$ cat config.mk
export PLATFORM = sky130hd
export DESIGN_NAME = mem_stage_lsu
export DESIGN_NICKNAME = d
export VERILOG_FILES = /design/src/rtl/mem_stage_lsu.sv
export SDC_FILE = /design/constraint.sdc
export NUM_CORES = 1
export LEC_CHECK = 0
export CAP_MARGIN = 25
export CORE_AREA = 2 2 105 127
export DETAILED_ROUTE_END_ITERATION = 8
export DIE_AREA = 0 0 107 129
export PLACE_DENSITY = 0.84
export SYNTH_ARGS = -nofsm -noshare
export SYNTH_HDL_FRONTEND = slang
export SYNTH_SLANG_ARGS = --single-unit
$ cat constraint.sdc
create_clock -name clk -period 3.1 [get_ports clk]
set_input_delay 0.93 -clock clk [delete_from_list [all_inputs] [get_ports clk]]
set_output_delay 0.93 -clock clk [all_outputs]
set_load 0.05 [all_outputs]
$ cat src/rtl/mem_stage_lsu.sv
// MEM-stage load/store unit: req/ack data-bus master with lane alignment,
// load sign/zero extension and misalignment detection; stalls upstream while busy.
module mem_stage_lsu #(
  parameter int DATA_WIDTH = 32,
  parameter int ADDR_WIDTH = 32
) (
  input  logic                  clk,
  input  logic                  rst,
  input  logic                  MemReadM,
  input  logic                  MemWriteM,
  input  logic [2:0]            Funct3M,
  input  logic [ADDR_WIDTH-1:0] ALUResultM,
  input  logic [DATA_WIDTH-1:0] WriteDataM,
  output logic [DATA_WIDTH-1:0] ReadDataM,
  output logic                  StallM,
  output logic                  MisalignM,
  output logic                  dreq,
  output logic                  dwe,
  output logic [ADDR_WIDTH-1:0] daddr,
  output logic [DATA_WIDTH-1:0] dwdata,
  output logic [3:0]            dbe,
  input  logic                  dack,
  input  logic [DATA_WIDTH-1:0] drdata
);

  typedef enum logic [1:0] {IDLE, REQ, DONE} state_t;

  state_t                state_q, state_d;
  logic                  dreq_q, dreq_d;
  logic                  dwe_q, dwe_d;
  logic [ADDR_WIDTH-1:0] daddr_q, daddr_d;
  logic [DATA_WIDTH-1:0] dwdata_q, dwdata_d;
  logic [3:0]            dbe_q, dbe_d;
  logic [DATA_WIDTH-1:0] rdata_q, rdata_d;
  logic [1:0]            lo_q, lo_d;
  logic [2:0]            f3_q, f3_d;

  logic acc, is_b, is_h, is_w, mis;

  // Size decode: 00 byte, 01 half, anything with bit1 set is a word.
  assign acc  = MemReadM | MemWriteM;
  assign is_b = (Funct3M[1:0] == 2'b00);
  assign is_h = (Funct3M[1:0] == 2'b01);
  assign is_w = Funct3M[1];
  assign mis  = (is_h & ALUResultM[0]) | (is_w & (|ALUResultM[1:0]));

  always_comb begin
    state_d  = state_q;
    dreq_d   = dreq_q;
    dwe_d    = dwe_q;
    daddr_d  = daddr_q;
    dwdata_d = dwdata_q;
    dbe_d    = dbe_q;
    rdata_d  = rdata_q;
    lo_d     = lo_q;
    f3_d     = f3_q;
    case (state_q)
      IDLE: begin
        if (acc && !mis) begin
          state_d = REQ;
          dreq_d  = 1'b1;
          dwe_d   = MemWriteM;
          daddr_d = {ALUResultM[ADDR_WIDTH-1:2], 2'b00};
          lo_d    = ALUResultM[1:0];
          f3_d    = Funct3M;
          rdata_d = '0;
          if (is_b) begin
            dbe_d    = 4'b0001 << ALUResultM[1:0];
            dwdata_d = {4{WriteDataM[7:0]}};
          end else if (is_h) begin
            dbe_d    = 4'b0011 << ALUResultM[1:0];
            dwdata_d = {2{WriteDataM[15:0]}};
          end else begin
            dbe_d    = 4'b1111;
            dwdata_d = WriteDataM;
          end
        end
      end
      REQ: begin
        if (dack) begin
          state_d = DONE;
          dreq_d  = 1'b0;
          rdata_d = dwe_q ? '0 : drdata;
        end
      end
      DONE:    state_d = IDLE;
      default: state_d = IDLE;
    endcase
  end

  always_ff @(posedge clk or negedge rst) begin
    if (!rst) begin
      state_q  <= IDLE;
      dreq_q   <= 1'b0;
      dwe_q    <= 1'b0;
      daddr_q  <= '0;
      dwdata_q <= '0;
      dbe_q    <= '0;
      rdata_q  <= '0;
      lo_q     <= '0;
      f3_q     <= '0;
    end else begin
      state_q  <= state_d;
      dreq_q   <= dreq_d;
      dwe_q    <= dwe_d;
      daddr_q  <= daddr_d;
      dwdata_q <= dwdata_d;
      dbe_q    <= dbe_d;
      rdata_q  <= rdata_d;
      lo_q     <= lo_d;
      f3_q     <= f3_d;
    end
  end

  logic [DATA_WIDTH-1:0] shifted;
  logic [7:0]            sel_b;
  logic [15:0]           sel_h;

  assign shifted = rdata_q >> {lo_q, 3'b000};
  assign sel_b   = shifted[7:0];
  assign sel_h   = lo_q[1] ? rdata_q[31:16] : rdata_q[15:0];

  always_comb begin
    ReadDataM = '0;
    if (state_q == DONE && !dwe_q) begin
      case (f3_q)
        3'b000:  ReadDataM = {{24{sel_b[7]}}, sel_b};
        3'b100:  ReadDataM = {24'h0, sel_b};
        3'b001:  ReadDataM = {{16{sel_h[15]}}, sel_h};
        3'b101:  ReadDataM = {16'h0, sel_h};
        default: ReadDataM = rdata_q;
      endcase
    end
  end

  // Stall/misalign are combinational on live inputs, so force them low while in reset.
  assign StallM    = rst & (((state_q == IDLE) & acc & ~mis) | (state_q == REQ));
  assign MisalignM = rst & (state_q == IDLE) & acc & mis;
  assign dreq      = dreq_q;
  assign dwe       = dwe_q;
  assign daddr     = daddr_q;
  assign dwdata    = dwdata_q;
  assign dbe       = dbe_q;

endmodule

# Word-level counts from Yosys, hierarchy flattened

Cells that the tools add are included.
W data, S select, Z words.

Equality and inequality tests: 8
Bitwise logic cells: 12
Muxes and demuxes: 17
Shifts and indexed selects: 3
Reductions and logical operators: 12

Operators with widths:

| operator              | number |
|---|---|
| $mux W32              | 6 |
| $pmux W32 S4          | 1 |
| $pmux W32 S2          | 1 |
| $shr A32 B5 Y8        | 1 |
| $mux W16              | 1 |
| $and A1 B1 Y1         | 8 |
| $mux W4               | 2 |
| $eq A3 B3 Y1 const B  | 2 |
| $eq A2 B1 Y1 const B  | 2 |
| $logic_not A2 Y1      | 2 |
| $mux W2               | 2 |
| $ne A2 B2 Y1 const B  | 2 |
| $pmux W2 S2           | 1 |
| $reduce_and A2 Y1     | 2 |
| $shl A1 B2 Y4 const A | 1 |
| $shl A2 B2 Y4 const A | 1 |
| $eq A3 B1 Y1 const B  | 1 |
| $logic_not A3 Y1      | 1 |
| $or A1 B1 Y1          | 3 |
| $reduce_and A3 Y1     | 1 |
| $eq A2 B2 Y1 const B  | 1 |
| $logic_and A1 B1 Y1   | 2 |
| $logic_not A1 Y1      | 2 |
| $mux W1               | 2 |
| 4 further kinds       | 4 |

Input bits: 104
Register bits: 107

# Depth between registers and ports, before layout

Word-level depth: 7
Depth in mapped cells: 9

# Least setup slack after synthesis

OpenSTA, ideal clock, no wires.

Path kind: input-to-output
Start: input ALUResultM[0]
End: output MisalignM
Cell stages on the path: 4
Path slack: -1641 ps
Buffers on the path: 0
Arrival time: 3811 ps
Path through: inv_1 ha_1 nand2b_1 a2111oi_0

Cells in the longest elaborated chain, start to end: 4
Elaborated cells on any way between the ends: 5
Those cells by class: bitwise (4); reduce/logical (1)

Ends and longest elaborated chain:

| what             | RTL line | RTL |
|---|---|---|
| from (decl)      | 12       | `input logic [ADDR_WIDTH-1:0] ALUResultM,` |
| $reduce_or A2 Y1 | 45       | `assign mis = (is_h & ALUResultM[0]) \| (is_w & (\|ALUResultM[1:0]));` |
| $and A1 B1 Y1    | 45       |  |
| $or A1 B1 Y1 *   | 45       |  |
| $and A1 B1 Y1 *  | 138      | `assign MisalignM = rst & (state_q == IDLE) & acc & mis;` |
| to (decl)        | 16       | `output logic MisalignM,` |

Mark *: on every way between the ends. The rest lies on a longest branch, timed or not.

# Final worst setup path

Start: input MemWriteM
End: output StallM

Cells in the longest elaborated chain, start to end: 5

Ends and longest elaborated chain:

| what                       | RTL line | RTL |
|---|---|---|
| from (decl)                | 10       | `input logic MemWriteM,` |
| $or A1 B1 Y1               | 41       | `assign acc = MemReadM \| MemWriteM;` |
| $and A1 B1 Y1 (2 in a row) | 137      | `assign StallM = rst & (((state_q == IDLE) & acc & ~mis) \| (state_q == REQ));` |
| $or A1 B1 Y1               | 137      |  |
| $and A1 B1 Y1              | 137      |  |
| to (decl)                  | 15       | `output logic StallM,` |

Every way passes these cells.

==> reports/metrics.cfg <==
[pwr]
switchingPower_mw = 3.57
intPower_mw = 4.18
p_leak_nw = 3.76
switching_share_pct = 46.1
pwr-share-clk_pct = 13.6
powerDensity_nw_per_um2 = 914
seq_power_share_pct = 31.1
peakVddDrop_mv = 0.745
total_power_mw = 7.74
comb_power_share_pct = 55.3

[global_route]
grt_max_degree = 70
grt.total_usage_pct = 23.7
grt_pass1_wl_um = 25300
overflow = 0
grt_pass1_vias = 4942
antenna_found_initial = 0

[floorplanning]
io_pins = 208
coreArea_sq_um = 12600
die_w_um = 107
row_count = 45
die_h_um = 129
die_area_sq_um = 13800
start_util_pct = 44.0

[timing]
slew_violations = 0
worstMarginPinSlew_ps = 890
relSlewSlack_pct = 40.6
skew_ps = 7.63
fin_crit_sh_pct = 97.7
finalSetupViolations = 0
rsz0062_at_grt = false
finalHoldViolations = 0
layout_min_cycle_time_ps = 3030
fmax_mhz = 330

[cts]
clock_path_buffers = 2
cts_made_buffers = 9
cts.sinks = 107
cts_hold_buf = 0
cts_tree = built
path_clk_slew_ps = 60
cts_root_buf = clkbuf_16
worstSkewPairLatency_ps = 350
htree_levels = 3

[yosys]
avgSynthCellArea_sq_um = 10.4
synth_cell_types = 38
synth_top_area_share_pct = 48.4
synth_top_area_cell = dfrtp_1
synth_seq_area_share_pct = 48.4
synth_cells = 531
netlist_area_sq_um = 5530
synth.area.top_cells = dfrtp_1, mux2_4, o21ai_0, mux2i_1, nand2_1
ys_ff_latch = 107
yosys_warnings = 0

[finish]
nFillCells = 887
seq_area_sq_um = 2680
diodes = 0
syn2layout_area_growth_pct = 53.2
fin_nets = 840
drive_gt1_share_pct = 18.9
fin_util_pct = 67.4
multi_input_area_sq_um = 2660
design_area_sq_um = 8470

[critical_path]
path_max_fanout = 2
crit_required_ps = 2170
crit_type = in2out
reg2reg_to = daddr[28]$_DFFE_PN0P_
reg2reg_setup_slack_ps = 1080
rr_startpoint = state_q[0]$_DFFE_PN0P_
crit_path_start_kind = input port
critical_path.endpoint_type = output pin
worst_r2r_path_depth = 5
critPathArrivalTime_ps = 2100

[place]
io_buffer_count = 205
gp_congestion = 0.821
place_area_sq_um = 8150
hpwl_um = 12400

[routing]
post_drt_wl_per_cell_um = 18.0
drt_iter0_markers = 201
drc_errors = 0
viasPerCell = 5.26
first_pass_iters = 5
wirelength_um = 16200
vias = 4741
drtAntennaViolNets = 0

[job]
cap_violations = 0

[hold_path]
holdPathStages = 2
hold_class = reg2reg
hold_start = dreq$_DFFE_PN0P_
hold_end = dreq$_DFFE_PN0P_

[outcome]
status = completed

## final cells by class
cell class	count	share of cell area, %
flip-flops and latches	107	31.6
multi-input cells	373	31.5
repair buffers	231	30.8
clock buffers	11	2.75
well taps	164	2.42
inverters	10	0.488
clock inverters	5	0.473
## power by group through the flow
stage,sequential [mW],clock (mW),combinational (mW)
floorplan,3.74,0,1.42
global placement,2.38,0,4.20
detailed placement,2.39,0,4.29
CTS,2.39,1.08,4.29
global route,2.46,1.12,4.49
finish,2.41,1.06,4.28
## cells in the final DEF (no fill, tap or decap), types with 5 or more instances in the layout
master / count
mux2_4: 37
mux2i_1: 34
nand2b_1: 33
o21ai_0: 81
a21oi_1: 20
clkdlybuf4s50_1: 166
dfrtp_1: 107
inv_1: 7
a221oi_2: 5
clkbuf_16: 9
nand2_1: 66
buf_4: 24
mux2_1: 5
buf_12: 36
nand3_1: 32
nor2_1: 16
## critical path, stage by stage
cell and delay (ps):
clkdlybuf4s50_1 490, nor2_1 90, nand4bb_4 250, a21oi_4 190, buf_12 150
## state kept, by name, summed over array words and instances, names as in the netlist
signal   count
daddr       30
state_q      2
dbe          4
dreq         1
f3_q         3
rdata_q     32
dwdata      32
lo_q         2
dwe          1
## synth_stat cells (all sizes together)
| master | number |
|---|---|
| clkbuf | 16 |
| a221oi | 5 |
| nor3 | 4 |
| a21oi | 21 |
| mux2i | 34 |
| conb | 1 |
| dfrtp | 107 |
| a2111oi | 1 |
| nor3b | 2 |
| o21ai | 86 |
| nand3 | 32 |
| o21bai | 1 |
| nand2 | 66 |
| and2 | 2 |
| or2 | 1 |
| inv | 10 |
| buf | 26 |
| nor2 | 17 |
| o22ai | 4 |
| nand2b | 34 |
| nand4bb | 1 |
| and3 | 1 |
| mux4 | 2 |
| nand3b | 2 |
| ha | 4 |
| mux2 | 44 |
| nor2b | 2 |
| a211oi | 4 |
| a22o | 1 |
## per-stage QoR
stage,setup WS (ps),hold slack (ps),setup TNS (ps),instances
after floorplan,-263,481,-263,532
after global placement,-227,465,-285,884
after detailed placement,-258,472,-413,884
after CTS,7.05,488,0,901
after global routing,1.34,512,0,901
final,71.3,480,0,901
## how the worst max path moves through the flow
stage	cells past startpoint	end	startpoint	slack, ps
after floorplan	3	MisalignM	Funct3M[0]	-260
after global placement	7	MisalignM	ALUResultM[1]	-230
after detailed placement	7	MisalignM	ALUResultM[1]	-260
after CTS	7	MisalignM	ALUResultM[0]	7
after global routing	5	ReadDataM[7]	f3_q[1]$_DFFE_PN0P_	1
final	5	StallM	MemWriteM	70
## kinds of logic after synthesis
| logic type | after synthesis | synth area share, % |
|---|---|---|
| mux | 80 | 18.5 |
| buf+inv | 52 | 5.14 |
| other cells | 1 | 0.0679 |
| compound gates | 123 | 12.3 |
| simple gates | 164 | 14.7 |
| fa+ha+maj | 4 | 0.906 |
| flops | 107 | 48.4 |
## routing by layer
metal | part of all wire [%] | wire (um) | track usage [%] | vias up
li1 | - | - | - | 2232
met1 | 38 | 6230 | 27.5 | 2281
met2 | 51 | 8320 | 41.6 | 197
met3 | 7.9 | 1290 | 6.89 | 31
met4 | 2.4 | 395 | 8.86 | 0
met5 | 0 | 0 | 0 | -
## repair_timing
action / in CTS / in global routing
buffers inserted: 1 / 0
setup endpoints to repair: 18 / 26
pin swaps: 3 / 2
gates resized for setup: 9 / 5
(Power assumes the default switching activity.)
